<file path="config.mk">
export PLATFORM = sky130hd
export DESIGN_NAME = ins_loader
export DESIGN_NICKNAME = d
export VERILOG_FILES = /design/src/rtl/ins_loader.sv
export SDC_FILE = /design/constraint.sdc
export NUM_CORES = 1
export LEC_CHECK = 0
export BUFFER_PORTS_ARGS = -buffer_cell sky130_fd_sc_hd__buf_2
export CORE_ASPECT_RATIO = 1.2
export CORE_UTILIZATION = 54
export DETAILED_ROUTE_END_ITERATION = 16
export PLACE_DENSITY = 0.78
export SYNTH_ARGS = -nofsm -noshare
export SYNTH_HDL_FRONTEND = slang
export SYNTH_SLANG_ARGS = --single-unit
</file>
<file path="constraint.sdc">
create_clock -name clock -period 2.6 [get_ports clock]
set_clock_uncertainty 0.2 [all_clocks]
set_input_delay 0.26 -clock clock [delete_from_list [all_inputs] [get_ports clock]]
set_output_delay 0.26 -clock clock [all_outputs]
set_load 0.01 [all_outputs]
</file>
<file path="src/rtl/ins_loader.sv">
// Program loader: parses A5/LEN_LO/LEN_HI/data/CHK frames and writes each data byte into instruction memory.
// Latency: 3 cycles per data byte (transfer, setup, strobe); header and CHK bytes take 1 cycle each.
// Backpressure: rx_ready is low in SETUP and STROBE, so a continuously valid stream is never lost or duplicated.
module ins_loader #(
    parameter int ADDR_WIDTH = 10,
    parameter int MAX_BYTES  = 1024
) (
    input  logic                  clock,
    input  logic                  reset,
    input  logic [7:0]            rx_data,
    input  logic                  rx_valid,
    output logic                  rx_ready,
    output logic [ADDR_WIDTH-1:0] inject_addr,
    output logic [7:0]            inject_data,
    output logic                  inject_clock,
    output logic                  cpu_hold,
    output logic                  load_done,
    output logic                  load_error
);
    typedef enum logic [2:0] {
        S_IDLE,
        S_LEN_LO,
        S_LEN_HI,
        S_DATA,
        S_SETUP,
        S_STROBE,
        S_CHECK
    } state_t;

    localparam logic [16:0] MAX_LEN = 17'(MAX_BYTES);

    state_t                state;
    state_t                state_nxt;
    logic [7:0]            len_lo;
    logic [15:0]           len;
    logic [15:0]           count;
    logic [15:0]           count_inc;
    logic [ADDR_WIDTH-1:0] addr_cnt;
    logic [7:0]            sum;
    logic [15:0]           len_in;
    logic                  len_bad;

    // The write strobe is framed by SETUP/STROBE; no byte may be taken while it is in flight.
    assign rx_ready  = (state != S_SETUP) && (state != S_STROBE);
    assign len_in    = {rx_data, len_lo};
    assign len_bad   = (len_in == 16'd0) || ({1'b0, len_in} > MAX_LEN);
    assign count_inc = count + 16'd1;

    // State register.
    always_ff @(posedge clock or posedge reset) begin
        if (reset) begin
            state <= S_IDLE;
        end else begin
            state <= state_nxt;
        end
    end

    // Next-state decode; every state that accepts a byte advances only on a valid byte.
    always_comb begin
        state_nxt = state;
        case (state)
            S_IDLE:   if (rx_valid && rx_data == 8'hA5) state_nxt = S_LEN_LO;
            S_LEN_LO: if (rx_valid) state_nxt = S_LEN_HI;
            S_LEN_HI: if (rx_valid) state_nxt = len_bad ? S_IDLE : S_DATA;
            S_DATA:   if (rx_valid) state_nxt = S_SETUP;
            S_SETUP:  state_nxt = S_STROBE;
            S_STROBE: state_nxt = (count_inc == len) ? S_CHECK : S_DATA;
            S_CHECK:  if (rx_valid) state_nxt = S_IDLE;
            default:  state_nxt = S_IDLE;
        endcase
    end

    // Datapath: length capture, write address/data, strobe, checksum and sticky status flags.
    always_ff @(posedge clock or posedge reset) begin
        if (reset) begin
            len_lo       <= 8'd0;
            len          <= 16'd0;
            count        <= 16'd0;
            addr_cnt     <= '0;
            sum          <= 8'd0;
            inject_addr  <= '0;
            inject_data  <= 8'd0;
            inject_clock <= 1'b0;
            cpu_hold     <= 1'b1;
            load_done    <= 1'b0;
            load_error   <= 1'b0;
        end else begin
            case (state)
                S_IDLE: begin
                    if (rx_valid && rx_data == 8'hA5) begin
                        load_done  <= 1'b0;
                        load_error <= 1'b0;
                        cpu_hold   <= 1'b1;
                    end
                end
                S_LEN_LO: begin
                    if (rx_valid) len_lo <= rx_data;
                end
                S_LEN_HI: begin
                    if (rx_valid) begin
                        if (len_bad) begin
                            load_error <= 1'b1;
                        end else begin
                            len      <= len_in;
                            count    <= 16'd0;
                            addr_cnt <= '0;
                            sum      <= 8'd0;
                        end
                    end
                end
                S_DATA: begin
                    if (rx_valid) begin
                        inject_data <= rx_data;
                        inject_addr <= addr_cnt;
                        sum         <= sum + rx_data;
                    end
                end
                S_SETUP: begin
                    inject_clock <= 1'b1;
                end
                S_STROBE: begin
                    inject_clock <= 1'b0;
                    count        <= count_inc;
                    addr_cnt     <= addr_cnt + ADDR_WIDTH'(1);
                end
                S_CHECK: begin
                    if (rx_valid) begin
                        if (rx_data == sum) begin
                            load_done <= 1'b1;
                            cpu_hold  <= 1'b0;
                        end else begin
                            load_error <= 1'b1;
                            cpu_hold   <= 1'b1;
                        end
                    end
                end
                default: ;
            endcase
        end
    end
endmodule

</file>
Word-level counts from Yosys, hierarchy flattened. Cells that the tools add are included.

Flip-flop bits (word level): 83. Input port bits: 11.

Add/subtract/negate cells: 3. Order comparisons: 1. Equal/unequal tests: 20. Muxes and demuxes: 32. Bitwise gates (word level): 1. Reduce and logical (&&, ||, !) cells: 19.

Operators with widths (count): $mux 16 (2); $pmux 16 s2 (1); $mux 8 (3); $pmux 3 s7 (1); $mux 10 (2); $pmux 10 s2 (1); $mux 3 (6); $ne 2x2->1 const B (9); $add 16x1->16 const B (1); $eq 16x16->1 (1); $gt 16x11->1 const B (1); $logic_not 16->1 (1); $pmux 8 s2 (1); $add 10x1->10 const B (1); $mux 1 (10); $eq 3x3->1 const B (3); $reduce_and 3->1 (3); $add 8x8->8 (1); $eq 8x8->1 (1); $eq 8x8->1 const B (1); $reduce_and 4->1 (2); $reduce_bool 2->1 (4); $eq 3x2->1 const B (2); $ne 3x3->1 const B (2); 12 further kinds (16).

Longest topological paths before layout.
Depth after elaboration: 5. Mapped depth: 8.

Worst setup path before layout. OpenSTA, ideal clock, no wires.

Path type: register to register. From: reg count[0]. To: reg state[0]. Library setup time: 0.118 ns. Arrival: 1.992 ns. Data required time: 2.282 ns. Path slack: 0.290 ns. Cell stages (with the launch flop): 8. Path buffers: 0. Clock period less this slack: 2.310 ns. Cells stage by stage: dfrtp_1 -> ha_1 -> nand3_1 -> nor4_1 -> xor2_1 -> a221oi_1 -> o2111ai_1 -> a21o_1.

Cells in the longest elaborated chain, start to end: 4.

RTL lines: start: declaration (line 36) `logic [15:0] count;`; start signal: assignment (line 123) `count <= count_inc;`; $add 16x1->16 (line 47) `assign count_inc = count + 16'd1;`; $eq 16x16->1 (line 67) `S_STROBE: state_nxt = (count_inc == len) ? S_CHECK : S_DATA;`; $mux 3 (line 67); $pmux 3 s7 (line 61) `case (state)`; end signal: assignment (line 54) `state <= state_nxt;`; end: declaration (line 32) `state_t state;`.

Every way passes these cells. A chain may end at the register's enable or synchronous reset.

Final worst setup path.
From: in rx_data[0]. To: reg len[13].

Cells in the longest elaborated chain, start to end: 4.

RTL lines: start: declaration (line 10) `input logic [7:0] rx_data,`; $gt 16x11->1 / $logic_not 16->1 (equally long branches) (line 46) `assign len_bad = (len_in == 16'd0) || ({1'b0, len_in} > MAX_LEN);`; $logic_or 1x1->1 * (line 46); $not 1->1 (no source line) *; $reduce_and 3->1 (no source line) *; end signal: assignment (line 104) `len <= len_in;`; end: declaration (line 35) `logic [15:0] len;`.

Every way passes the cells marked *; elsewhere a longest branch is shown, timed or not.

==> run metrics <==
initial antenna violation count 0; Post-Syn Nets around 520; most used flip-flop cell after synthesis dfrtp_1; Final GP Congestion 0.8643; Worst-Margin Slew 595.1 ps; Root Driver clkbuf_8; die extent in x approximately 85 µm; Yosys reg bits 83; Synth Instances 500; mapped cell area 0.004489 mm²; dpl hpwl approximately 7500 µm; All-Layer GR Usage 27.43%; Vias 3,898; unrepaired setup endpoints after global routing no; worst skew pair latency 370 ps; Slew Viols, Final 0; worst-path maximum fanout 26; VDD IR max 0.8382 mV; Max stage delay on crit path 530 ps; Comb pwr share 39.5%; Antenna Cells 0; slowest CP cell dlygate4sd3_1; Via density 6.025; post-synth cell types 58; Post-Route WL 10,840 µm; Initial Utilization 55.37%; MaxCap Viol Count 0; Internal 3212 µW; drt wl/cell around 17 µm; crit-path cells dlygate4sd3_1 > buf_2 > nor4_1 > nand4_1 > a2111oi_4 > buf_4 > buf_12 > and2b_1; DRC viols 0; top cell type's share of synthesized area 45.71%; crit end category flip-flop; Overall Power 5451 µW; Site Rows 36; Sink Count 83; P_sw approximately 2200 µW; nets 568; Area Growth Syn to Fin 15.58%; filler instances 673; Post-synth EDFFs 0; Hold Crit Class primary input to flip-flop; vias in the first global route between 3,000 and 4,000; synth cell count leaders nand2_1, dfrtp_1, nor2_1, o21ai_0, clkbuf_1; Max-slew headroom 60.33%; setup ws final 112.0 ps; Max Clock Freq 401.9 MHz; Startpoint Class primary input; worst slack, placed 129.9 ps; die area 0.008684 mm²; crit path kind primary input to flip-flop; I/O pin cnt 34; synth top area cells dfrtp_1, nand2_1, o21ai_0; GRT overflow 0; largest net degree at the start of global routing 47; Leak Pwr roughly 0.0024 µW; Pwr Density 1051 mW/mm²; final setup violation count 0; die height around 100 µm; Core Region 0.008108 mm²; worst path required time 2670 ps; YS warnings 0; antenna viol nets, final 0; switching share of power 41.08%; Clock Power Share 18.1%; Max Root-Sink Buffers 2; setup tns final 0 ps; fin crit period 2488 ps; Synth async-reset ratio 100.0%; DR pass1 iterations 4; sequential element share of the synthesized area between 40% and 50%; CTS tree done; H-tree levels 3; Period Utilization, post-route 95.69%; Iter 0 DRT Violations 240; Seq pwr share between 40% and 50%; register clock-pin slew on the reported worst setup and hold paths approximately 90 ps; Fin. Hold Viols 0; Yosys top cell by area dfrtp_1; cts bufs inserted 9; layout cells sized above 1 18.12%; most common cell in the synthesized netlist nand2_1; WP data arrival 2560 ps; first-pass GRT wire length 18,470 µm; final core occ a little under two thirds; outcome complete, no violations; port bufs 33; Synth Area per Inst 8.979 µm²
layer usage:
metal / share of wire, % / up-vias / global-route usage (%) / wire length (µm)
li1: - / 1841 / - / -
met1: 43 / 1896 / 34.55 / 4675
met2: 49 / 125 / 45.10 / 5307
met3: 4.2 / 36 / 4.443 / 459
met4: 3.7 / 0 / 16.17 / 402
met5: 0 / - / 0 / 0
per-stage QoR:
step	std cells	hold slack, ps	area (µm²)
final	647	79.02	5189
after global routing	647	75.18	5189
after CTS	646	55.38	5135
after detailed placement	620	206.2	4825
after global placement	620	191.0	4825
after floorplan	500	165.4	4489
power groups by stage:
stage	sequential [µW]	clock, µW	combinational, µW
after floorplan	2150	0	1580
after global placement	2280	0	2020
after detailed placement	2310	0	2100
after CTS	2300	996	2120
after global routing	2390	1050	2430
final	2310	985	2160
sequential cells by signal (all words and copies together) (netlist names), 3 cells and up:
name	cells
inject_data	8
inject_addr	10
state	3
sum	8
len_lo	8
count	16
addr_cnt	10
len	16
cell families (layout without fill, tap and decap cells):
family | Yosys count | after routing | synth area share, %
muxes | 9 | 9 | 2.258
buffers and inverters | 37 | 89 | 3.540
DFF | 83 | 83 | 46.29
xor gates and xnor gates | 30 | 30 | 5.853
adders and majority gates | 10 | 10 | 2.954
and+or+nand+nor | 236 | 236 | 25.22
AOI/OAI and AO/OA | 95 | 95 | 13.88
final timing paths:
path,startpoint,slack [ps],end,depth (start not counted)
worst max-delay path,rx_data[0],110,len[13],8
worst min-delay path,rx_valid,80,sum[0],3
worst max register to register,count[5],180,state[0],6
worst min register to register,inject_addr[4],280,inject_addr[4],2
max in group asynchronous,reset,1400,inject_data[0],4
min in group asynchronous,reset,350,len[5],4
what timing repair did:
item / 4_1_cts / 5_1_grt
setup buffers: 0 / 1
hold buffers: 10 / 0
setup endpoints to repair: 0 / 32
resized for setup: 0 / 11
endpoints found under the hold margin: 91 / 0
critical path, delay by kind of cell:
| family | cells | cell delay [ps] |
|---|---|---|
| buffers and inverters | 4 | 1040 |
| and+or+nand+nor | 3 | 790 |
| AOI/OAI and AO/OA | 1 | 460 |
layout by cell type, fill, tap and decap left out, types with 3 or more instances in the layout:
cell           Yosys  routed
inv_1              9       8
a21o_1             5       5
a21oi_1           13      12
ha_1               9       8
o211ai_1           3       3
or3_1              3       3
a311oi_1           3       3
nand3_1           15      13
nand4_1           14      14
a31oi_1            8       8
dlygate4sd3_1      0      10
mux2_2             9       9
clkinv_4           0       3
o21ai_0           32      32
o21ai_1            5       5
buf_2             10      33
xnor2_1           15      15
and3_1             7       6
nor4_1             9       7
clkbuf_8           0      10
nor2b_1           13      13
buf_4              0      19
nor3_1             6       6
o31ai_1            5       5
nand2_1          116     116
and2b_1            3       3
and2_1             3       3
xor2_1            15      15
dfrtp_1           82      82
nor2_1            32      31
nor3b_1            4       4
final cells by class:
| type | count | area [µm²] | share of cell area, % |
|---|---|---|---|
| Clock inverter | 6 | 72.57 | 1.399 |
| Clock buffer | 10 | 137.6 | 2.653 |
| Timing Repair Buffer | 64 | 447.9 | 8.633 |
| Sequential cell | 83 | 2078 | 40.05 |
| Tap cell | 95 | 118.9 | 2.291 |
| Inverter | 9 | 35.03 | 0.6752 |
| Multi-Input combinational cell | 380 | 2298 | 44.30 |
Note: power is estimated with default switching activity, not from simulation.
